$ cat src/rtl/branch_pkg.sv
// Shared encodings and instruction field positions for the conditional-branch sequencer.
package branch_pkg;

  typedef enum logic [2:0] {
    ST_IDLE = 3'd0,
    ST_T3   = 3'd1,
    ST_T4   = 3'd2,
    ST_T5   = 3'd3,
    ST_T6   = 3'd4
  } state_e;

  localparam logic [4:0] OPC_BR_DEF = 5'b10010;

  localparam int OPC_MSB  = 31;
  localparam int OPC_LSB  = 27;
  localparam int RA_MSB   = 26;
  localparam int RA_LSB   = 23;
  localparam int COND_MSB = 20;
  localparam int COND_LSB = 19;
  localparam int C_MSB    = 18;
  localparam int C_LSB    = 0;

endpackage

$ cat src/rtl/sat_counter.sv
// Width-parameterized up-counter that sticks at all-ones instead of wrapping.
module sat_counter #(
  parameter int W = 16
) (
  input  logic         clock,
  input  logic         clear,
  input  logic         en,
  output logic [W-1:0] cnt
);

  logic [W-1:0] cnt_q;
  logic [W-1:0] cnt_d;

  always_comb begin
    cnt_d = cnt_q;
    if (en && (cnt_q != {W{1'b1}})) cnt_d = cnt_q + W'(1);
  end

  always_ff @(posedge clock or negedge clear) begin
    if (!clear) cnt_q <= '0;
    else        cnt_q <= cnt_d;
  end

  assign cnt = cnt_q;

endmodule

$ cat src/rtl/branch_sequencer.sv
// Steps the datapath through branch phases T3-T6 after a hand-over from the fetch sequencer,
// loading PC only when the condition sampled in T3 was true.
module branch_sequencer
  import branch_pkg::*;
#(
  parameter logic [4:0] OPC_BR = OPC_BR_DEF,
  parameter int         CNT_W  = 16
) (
  input  logic             clock,
  input  logic             clear,
  input  logic             start,
  input  logic [31:0]      ir,
  input  logic             con_in,
  output logic             busy,
  output logic             done,
  output logic             illegal,
  output logic             gra,
  output logic             r_out,
  output logic             con_in_en,
  output logic             pc_out,
  output logic             y_in,
  output logic             c_out,
  output logic             alu_add,
  output logic             z_in,
  output logic             zlow_out,
  output logic             pc_in,
  output logic [31:0]      c_sext,
  output logic [CNT_W-1:0] taken_cnt,
  output logic [CNT_W-1:0] not_taken_cnt
);

  state_e      state_q, state_d;
  logic [31:0] ir_q, ir_d;
  logic        con_q, con_d;
  logic        illegal_q, illegal_d;
  logic        taken_en, not_taken_en;

  always_comb begin
    state_d      = state_q;
    ir_d         = ir_q;
    con_d        = con_q;
    illegal_d    = 1'b0;
    gra          = 1'b0;
    r_out        = 1'b0;
    con_in_en    = 1'b0;
    pc_out       = 1'b0;
    y_in         = 1'b0;
    c_out        = 1'b0;
    alu_add      = 1'b0;
    z_in         = 1'b0;
    zlow_out     = 1'b0;
    pc_in        = 1'b0;
    done         = 1'b0;
    taken_en     = 1'b0;
    not_taken_en = 1'b0;
    case (state_q)
      ST_IDLE: begin
        if (start) begin
          if (ir[OPC_MSB:OPC_LSB] == OPC_BR) begin
            ir_d    = ir;
            con_d   = 1'b0;
            state_d = ST_T3;
          end else begin
            illegal_d = 1'b1;
          end
        end
      end
      ST_T3: begin
        gra       = 1'b1;
        r_out     = 1'b1;
        con_in_en = 1'b1;
        con_d     = con_in;
        state_d   = ST_T4;
      end
      ST_T4: begin
        pc_out  = 1'b1;
        y_in    = 1'b1;
        state_d = ST_T5;
      end
      ST_T5: begin
        c_out   = 1'b1;
        alu_add = 1'b1;
        z_in    = 1'b1;
        state_d = ST_T6;
      end
      ST_T6: begin
        zlow_out     = 1'b1;
        done         = 1'b1;
        pc_in        = con_q;
        taken_en     = con_q;
        not_taken_en = ~con_q;
        state_d      = ST_IDLE;
      end
      default: state_d = ST_IDLE;
    endcase
  end

  // illegal is registered so that it reads zero while clear is held low
  always_ff @(posedge clock or negedge clear) begin
    if (!clear) begin
      state_q   <= ST_IDLE;
      ir_q      <= '0;
      con_q     <= 1'b0;
      illegal_q <= 1'b0;
    end else begin
      state_q   <= state_d;
      ir_q      <= ir_d;
      con_q     <= con_d;
      illegal_q <= illegal_d;
    end
  end

  assign busy    = (state_q != ST_IDLE);
  assign illegal = illegal_q;
  assign c_sext  = {{13{ir_q[C_MSB]}}, ir_q[C_MSB:C_LSB]};

  // Fields consumed elsewhere in the control unit; folded here to mark them intentionally unread.
  logic unused_ir;
  assign unused_ir = ^{ir_q[OPC_MSB:OPC_LSB], ir_q[RA_MSB:RA_LSB], ir_q[22:21],
                       ir_q[COND_MSB:COND_LSB]};

  sat_counter #(.W(CNT_W)) u_taken_cnt (
    .clock (clock),
    .clear (clear),
    .en    (taken_en),
    .cnt   (taken_cnt)
  );

  sat_counter #(.W(CNT_W)) u_not_taken_cnt (
    .clock (clock),
    .clear (clear),
    .en    (not_taken_en),
    .cnt   (not_taken_cnt)
  );

endmodule
$ cat config.mk
export PLATFORM = sky130hd
export DESIGN_NAME = branch_sequencer
export DESIGN_NICKNAME = d
export VERILOG_FILES = /design/src/rtl/branch_pkg.sv /design/src/rtl/sat_counter.sv /design/src/rtl/branch_sequencer.sv
export SDC_FILE = /design/constraint.sdc
export NUM_CORES = 1
export LEC_CHECK = 0
export CORE_ASPECT_RATIO = 2
export CORE_MARGIN = 2
export CORE_UTILIZATION = 43
export CTS_CLUSTER_DIAMETER = 60
export CTS_CLUSTER_SIZE = 12
export DETAILED_ROUTE_END_ITERATION = 7
export PLACE_DENSITY = 0.92
export SLEW_MARGIN = 40
export SYNTH_ARGS = -nofsm -noshare
export SYNTH_HDL_FRONTEND = slang
export SYNTH_SLANG_ARGS = --single-unit
$ cat constraint.sdc
create_clock -name clock -period 2.25 [get_ports clock]
set_input_delay 0.3375 -clock clock [delete_from_list [all_inputs] [get_ports clock]]
set_output_delay 0.3375 -clock clock [all_outputs]
set_load 0.005 [all_outputs]
==> results of run 1 <==
power groups by stage:
| stage | sequential, mW | combinational (mW) | clock, mW |
|---|---|---|---|
| 2_1_floorplan | 1.35 | 0.473 | 0 |
| 3_3_place_gp | 1.37 | 0.990 | 0 |
| 3_5_place_dp | 1.39 | 1.02 | 0 |
| 4_1_cts | 1.38 | 1.03 | 0.823 |
| 5_1_grt | 1.41 | 1.09 | 0.867 |
| 6_report | 1.38 | 1.01 | 0.806 |
synthesized netlist by cell type:
master	count
dfrtp_1	56
mux2_2	22
buf_4	19
xor2_1	15
nand4_1	14
nand3_1	13
nand2_1	12
and3_1	9
xnor2_1	9
nor2_1	7
nor3_1	7
a21oi_1	6
nor3b_1	6
a211oi_1	4
buf_2	4
inv_1	4
and2_1	3
and4_1	3
mux2_1	3
ha_1	2
nand2b_1	2
nor2_4	2
nor4b_1	2
nor4b_2	2
a2111o_1	1
a22o_1	1
a311oi_1	1
a31oi_1	1
clkbuf_1	1
nand4bb_1	1
nor4_1	1
nor4_2	1
o21ai_0	1
or2_2	1
or4b_4	1
cells by family (layout without fill, tap and decap cells):
kind of cell / count (synthesis) / after routing
xor+xnor: 24 / 24
simple gates: 87 / 87
buf+inv: 28 / 123
fa+ha+maj: 2 / 2
compound gates: 15 / 15
flops: 56 / 56
mux: 25 / 25
metal layers:
| layer | global-route usage (%) | share of wire [%] |
|---|---|---|
| met2 | 36.7 | 58 |
| met4 | 7.54 | 2.5 |
| met3 | 2.53 | 4.9 |
| met1 | 21.0 | 35 |
| met5 | 0 | 0 |
through the flow:
stage	hold WS, ns	util [%]	total power, mW	std cells
floorplan	0.0419	-	1.82	237
global placement	0.379	60.4	2.36	410
detailed placement	0.393	60.4	2.41	410
CTS	0.0821	62.9	3.23	418
global route	0.126	63.0	3.37	418
finish	0.0628	63.0	3.20	418
worst register-to-register path, stage by stage, from the launching register on:
cell	delay, ns
dfrtp_1	0.54
nor4b_2	0.45
nand3_1	0.23
buf_4	0.21
a211oi_1	0.26
xor2_1	0.18
cell usage in the layout (no fill, tap or decap), types with 3 or more instances in the layout:
master | synthesis | final
mux2_2 | 22 | 22
nand4_1 | 14 | 14
buf_4 | 19 | 6
a211oi_1 | 4 | 4
and3_1 | 9 | 9
nor2_1 | 7 | 7
xor2_1 | 15 | 15
clkbuf_16 | 0 | 5
clkdlybuf4s50_1 | 0 | 103
and4_1 | 3 | 3
inv_1 | 4 | 4
xnor2_1 | 9 | 9
a21oi_1 | 6 | 6
mux2_1 | 3 | 3
nand3_1 | 13 | 13
nor3_1 | 7 | 6
nand2_1 | 12 | 12
nor3b_1 | 6 | 5
and2_1 | 3 | 3
dfrtp_1 | 56 | 55
flip-flops by register name, indices dropped and copies added, names as in the netlist:
signal	cells
con_q	1
illegal	1
ir_q	19
state_q	3
u_not_taken_cnt.cnt	16
u_taken_cnt.cnt	16
final cells by class:
type                            count  area (um2)  share of cell area, %
Tap cell                           86         108                   2.73
Clock inverter                      2        13.8                  0.349
Multi-Input combinational cell    153        1160                   29.5
Sequential cell                    56        1400                   35.6
Inverter                            4        15.0                  0.381
Clock buffer                        6         139                   3.52
Timing Repair Buffer              111        1100                   27.9
path summary, 6_finish.rpt:
path	endpoint	startpoint	cells after the start	slack [ns]
setup / recovery	pc_in	state_q[1]	3	0.13
hold / removal	ir_q[14]	clear	1	0.06
setup reg to reg	u_not_taken_cnt.cnt[7]	state_q[2]	5	0.30
hold reg to reg	ir_q[9]	ir_q[9]	1	0.51
max in group asynchronous	state_q[0]	clear	2	1.53
min in group clock	ir_q[9]	ir_q[9]	1	0.51
repair_timing:
action | in CTS | in global routing
gates resized for setup | 1 | 2
hold buffers | 0 | 0
endpoints found under the setup margin | 3 | 6
==> impl_metrics.ini, run 1 <==
[critical_path]
slowest_delay_ns = 0.53
crit_path_start_kind = flop
cpLargestDelayFamily = buffers and inverters
worstPathMaxFanout = 11
required_ns = 1.91
path_cells = nand4bb_1 -> inv_1 -> clkdlybuf4s50_1
slowest_stage = clkdlybuf4s50_1
end_kind = output port
crit_type = flop to output port
crit_buf_inv = 2
arrival_ns = 1.79

[yosys]
synthMuxAreaShare_pct = 10.3
yosysTopAreaCell = dfrtp_1
synth_top_area_share_pct = 51.2
yosys.area_share.simple_pct = 19.7
synthCells = 237
synth_area_um2 = 2740
yosys_warnings = 0
avgSynthCellArea_um2 = 11.6
synth_area_leaders = dfrtp_1 51%, mux2_2 9.0%, buf_4 5.2%, xor2_1 4.8%, nand4_1 3.2%
synth_compound_area_share_pct = 3.66
synthAdderAreaFrac_pct = 0.914
seq_area_frac_synth_pct = 51.2
synth_top_family_by_area = simple AND/OR/NAND/NOR gates
synth-seq-cells = 56
synthesis.nets = 275
synth_xor_area_share_pct = 7.68
synth_cell_types = 35

[clocking]
clk_pin_slew_ns = 0.07
cts-root-buf = clkbuf_16
cts_buffers = 5
cts_tree = built
ctsHtreeMaxLevel = 2
clk_path_buf_depth = 2
clkSinkCount = 56
clk-insertion-delay-late_ns = 0.29
post_cts_buffers = 0

[worst_hold_path]
hold_class = input pin to asynchronous set/reset pin

[timing]
period_minus_slack_ns = 2.12
setup_violations = 0
grt_setup_unrepaired = no
hold_viol = 0
clock_skew_ns = 0.00341
maxSlewHeadroom_pct = 58.0
drv_slew = 0
setup_tns_ns = 0
clock.fmax_mhz = 471
period_share_pct = 94.4
worst_slew_pin_slew_ns = 0.631
worst_slack_ns = 0.126

[floorplanning]
pin_count = 113
die_y_um = 117
placementRows = 41
core_um2 = 6260
start_util_pct = 43.7
fp.dieArea_um2 = 7060
die-width_um = 60.4

[place]
preCtsSetupSlack_ns = 0.0589
io_buffers = 104
post-dp-hpwl_um = 4960
gp_congestion = 0.918
dpl-instance-area_um2 = 3780

[final_layout]
n_fill_cell = 521
layout.nets = 369
fin_area_um2 = 3940
syn_to_final_growth_pct = 44.1
diodes = 0
drive_above_1_share_pct = 14.5

[global_route]
grt_pass1_vias = 2207
grt_overflow = 0
grt_pass1_wl_um = 10500
grt_max_degree = 30
grt.total_usage_pct = 19.4
antenna_found_initial = 0

[power_and_ir_drop]
p_sw_share_pct = 27.1
p_per_area_nw_per_um2 = 811
p_comb_share_pct = 31.7
internal-power_mw = 2.33
p_leak_nw = 1.71
ir_worst_vdd_mv = 0.785
p_switching_mw = 0.866
pwr-share-clk_pct = 25.2
power_frac_seq_pct = 43.1

[route]
first_pass_iters = 4
ant_nets = 0
drtIter0Drc = 227
drc = 0
routed-via-count = 2176
drt-wirelength-per-cell_um = 15.6
viasPerCell = 5.21
routed_wl_um = 6530

[run]
cap_violations = 0

[status]
outcome = finished, final reports clean
(Power assumes the default switching activity.)
==> run 2, diff against run 1 <==
- ABC_AREA: unset -> 1
- CORE_UTILIZATION: 43 -> 45
- PLACE_DENSITY: 0.92 -> 0.93
==> impl_metrics.ini, run 2 <==
[power_and_ir_drop]
p_leak_nw = 1.92
p_sw_share_pct = 29.1
p_per_area_nw_per_um2 = 784
p_comb_share_pct = 33.3
ir_worst_vdd_mv = 0.596
p_switching_mw = 0.971
internal-power_mw = 2.37
pwr-share-clk_pct = 26.7
power_frac_seq_pct = 40.0

[timing]
setup_violations = 0
period_share_pct = 92.4
hold_viol = 0
clock_skew_ns = 0.00547
grt_setup_unrepaired = no
clock.fmax_mhz = 481
setup_tns_ns = 0
maxSlewHeadroom_pct = 53.4
drv_slew = 0
period_minus_slack_ns = 2.08
worst_slew_pin_slew_ns = 0.698

[yosys]
synth_top_flop_cell = dfrtp_1
avgSynthCellArea_um2 = 7.35
synthTopCellsByCount = 164 x nand2_1, 56 x dfrtp_1, 46 x inv_1
synth_area_um2 = 3120
synth-seq-cells = 56
synth_area_leaders = dfrtp_1 45%, nand2_1 20%, inv_1 5.5%, buf_4 4.8%, o21ai_0 4.6%
yosys_warnings = 0
synthArstFlopShare_pct = 100
yosysMostFrequentCell = nand2_1
synthCells = 425
synth_top_area_share_pct = 44.9
synth_cell_types = 24
synthesis.nets = 463
yosysTopAreaCell = dfrtp_1
seq_area_frac_synth_pct = 44.9
synth_edf_count = 0

[critical_path]
slowest_stage = clkdlybuf4s50_1
reg2reg_from = u_not_taken_cnt.cnt[0]
end_kind = output port
arrival_ns = 1.74
rrSetupSlack_ns = 0.42
required_ns = 1.91
crit_path_start_kind = flop
crit_type = flop to output port
path_cells = inv_2 -> nand3_1 -> nor2_2 -> clkdlybuf4s50_1
worstPathMaxFanout = 6
r2r-end = u_not_taken_cnt.cnt[1]
reg2reg_depth = 8
slowest_delay_ns = 0.55

[final_layout]
most-common-layout-cells = 164 x nand2_1, 103 x clkdlybuf4s50_1, 56 x dfrtp_1, 46 x inv_1, 36 x nor2_1
layout_commonest_cell = nand2_1
diodes = 0
syn_to_final_growth_pct = 36.5
largest_reg_flops = 19
finalNonFillerCells = 603
layout.nets = 550
max_flop_register = ir_q
drive_above_1_share_pct = 5.46
n_fill_cell = 583

[global_route]
grt_pass1_wl_um = 12100
grt_pass1_vias = 2749
grt_max_degree = 57
antenna_found_initial = 0
grt_overflow = 0
grt.total_usage_pct = 19.7

[place]
dpl.cell_count = 595
io_buffers = 104
post-dp-hpwl_um = 5180
gp_congestion = 0.816

[clocking]
hold_buffers = 0
cts_buffers = 5
clk_pin_slew_ns = 0.07
cts_tree = built
post_cts_buffers = 0
post_cts_resized = 0
clk-insertion-delay-late_ns = 0.29
clk_path_buf_depth = 2
cts-root-buf = clkbuf_16
ctsHtreeMaxLevel = 2
clkSinkCount = 56

[floorplanning]
die_y_um = 122
placementRows = 43
die-width_um = 62.9
pin_count = 113
fp.dieArea_um2 = 7670
start_util_pct = 45.7
core_um2 = 6830

[route]
first_pass_iters = 4
drt-wirelength-per-cell_um = 11.8
drtIter0Drc = 235
routed_wl_um = 7140
routed-via-count = 2920
ant_nets = 0
drc = 0
viasPerCell = 4.84

[worst_hold_path]
hold_class = input pin to asynchronous set/reset pin

[status]
outcome = finished, final reports clean

[run]
cap_violations = 0
[run 2: cell types whose count changed after synthesis, moves of 9 or more]
cell	before	now
nand2_1	12	164
inv_1	4	46
nor2_1	7	36
o21ai_0	1	29
mux2_2	22	0
xor2_1	15	0
and3_1	9	0
[run 2: kinds of logic (layout without fill, tap and decap cells)]
logic type | count (synthesis) | count (layout) | synth area share (%)
xor gates and xnor gates | 14 | 14 | 3.92
adders and majority gates | 2 | 2 | 0.801
and+or+nand+nor | 244 | 244 | 32.2
buffers and inverters | 77 | 165 | 12.6
AOI/OAI and AO/OA | 32 | 32 | 5.69
DFF | 56 | 56 | 44.9
[run 2: routing by layer]
metal / vias to the layer above / part of all wire [%] / global-route usage [%] / wire (um)
met5: - / 0 / 0 / 0
met4: 0 / 2.1 / 7.64 / 148
met3: 11 / 8.3 / 4.16 / 590
met2: 121 / 50 / 34.8 / 3540
met1: 1320 / 40 / 22.9 / 2860
li1: 1468 / - / - / -
[run 2: worst max path at each step]
stage / from / end / cells after the start
4_1_cts: state_q[1] / pc_in / 4
3_5_place_dp: ir[29] / ir_q[6] / 8
3_3_place_gp: u_taken_cnt.cnt[0] / u_taken_cnt.cnt[9] / 8
6_report: state_q[1] / pc_in / 4
2_1_floorplan: u_not_taken_cnt.cnt[0] / u_not_taken_cnt.cnt[3] / 9
5_1_grt: state_q[1] / pc_in / 4
[run 2: final cells by class]
type | count | area (um2) | share of cell area (%)
clock buffers | 5 | 125 | 2.93
clock inverters | 3 | 47.5 | 1.11
inverters | 50 | 190 | 4.46
multi-input cells | 292 | 1330 | 31.2
flip-flops and latches | 56 | 1400 | 32.9
well taps | 90 | 113 | 2.64
repair buffers | 107 | 1060 | 24.8
[run 2: worst max-delay path: cells and delay by family (launching register included)]
family,cells,cell delay [ns]
buffers and inverters,2,0.65
DFF,1,0.40
and+or+nand+nor,2,0.40
[run 2: stage by stage]
step                      utilization [%]  cell area (um2)  setup slack [ns]  power (mW)  hold WS, ns
after global routing                 62.4             4270            0.0587        3.58        0.230
after detailed placement             59.9             4090             0.430        2.47        0.478
after global placement               59.9             4090             0.496        2.44        0.465
after CTS                            62.4             4270             0.167        3.39        0.202
after floorplan                         -             3120             0.714        1.88       0.0419
final                                62.4             4270             0.171        3.34        0.164
[run 2: power groups by stage]
stage | clock network [mW] | registers [mW] | logic, mW
3_5_place_dp | 0 | 1.35 | 1.11
4_1_cts | 0.914 | 1.34 | 1.13
6_report | 0.892 | 1.34 | 1.11
3_3_place_gp | 0 | 1.35 | 1.09
2_1_floorplan | 0 | 1.35 | 0.537
5_1_grt | 0.968 | 1.37 | 1.24
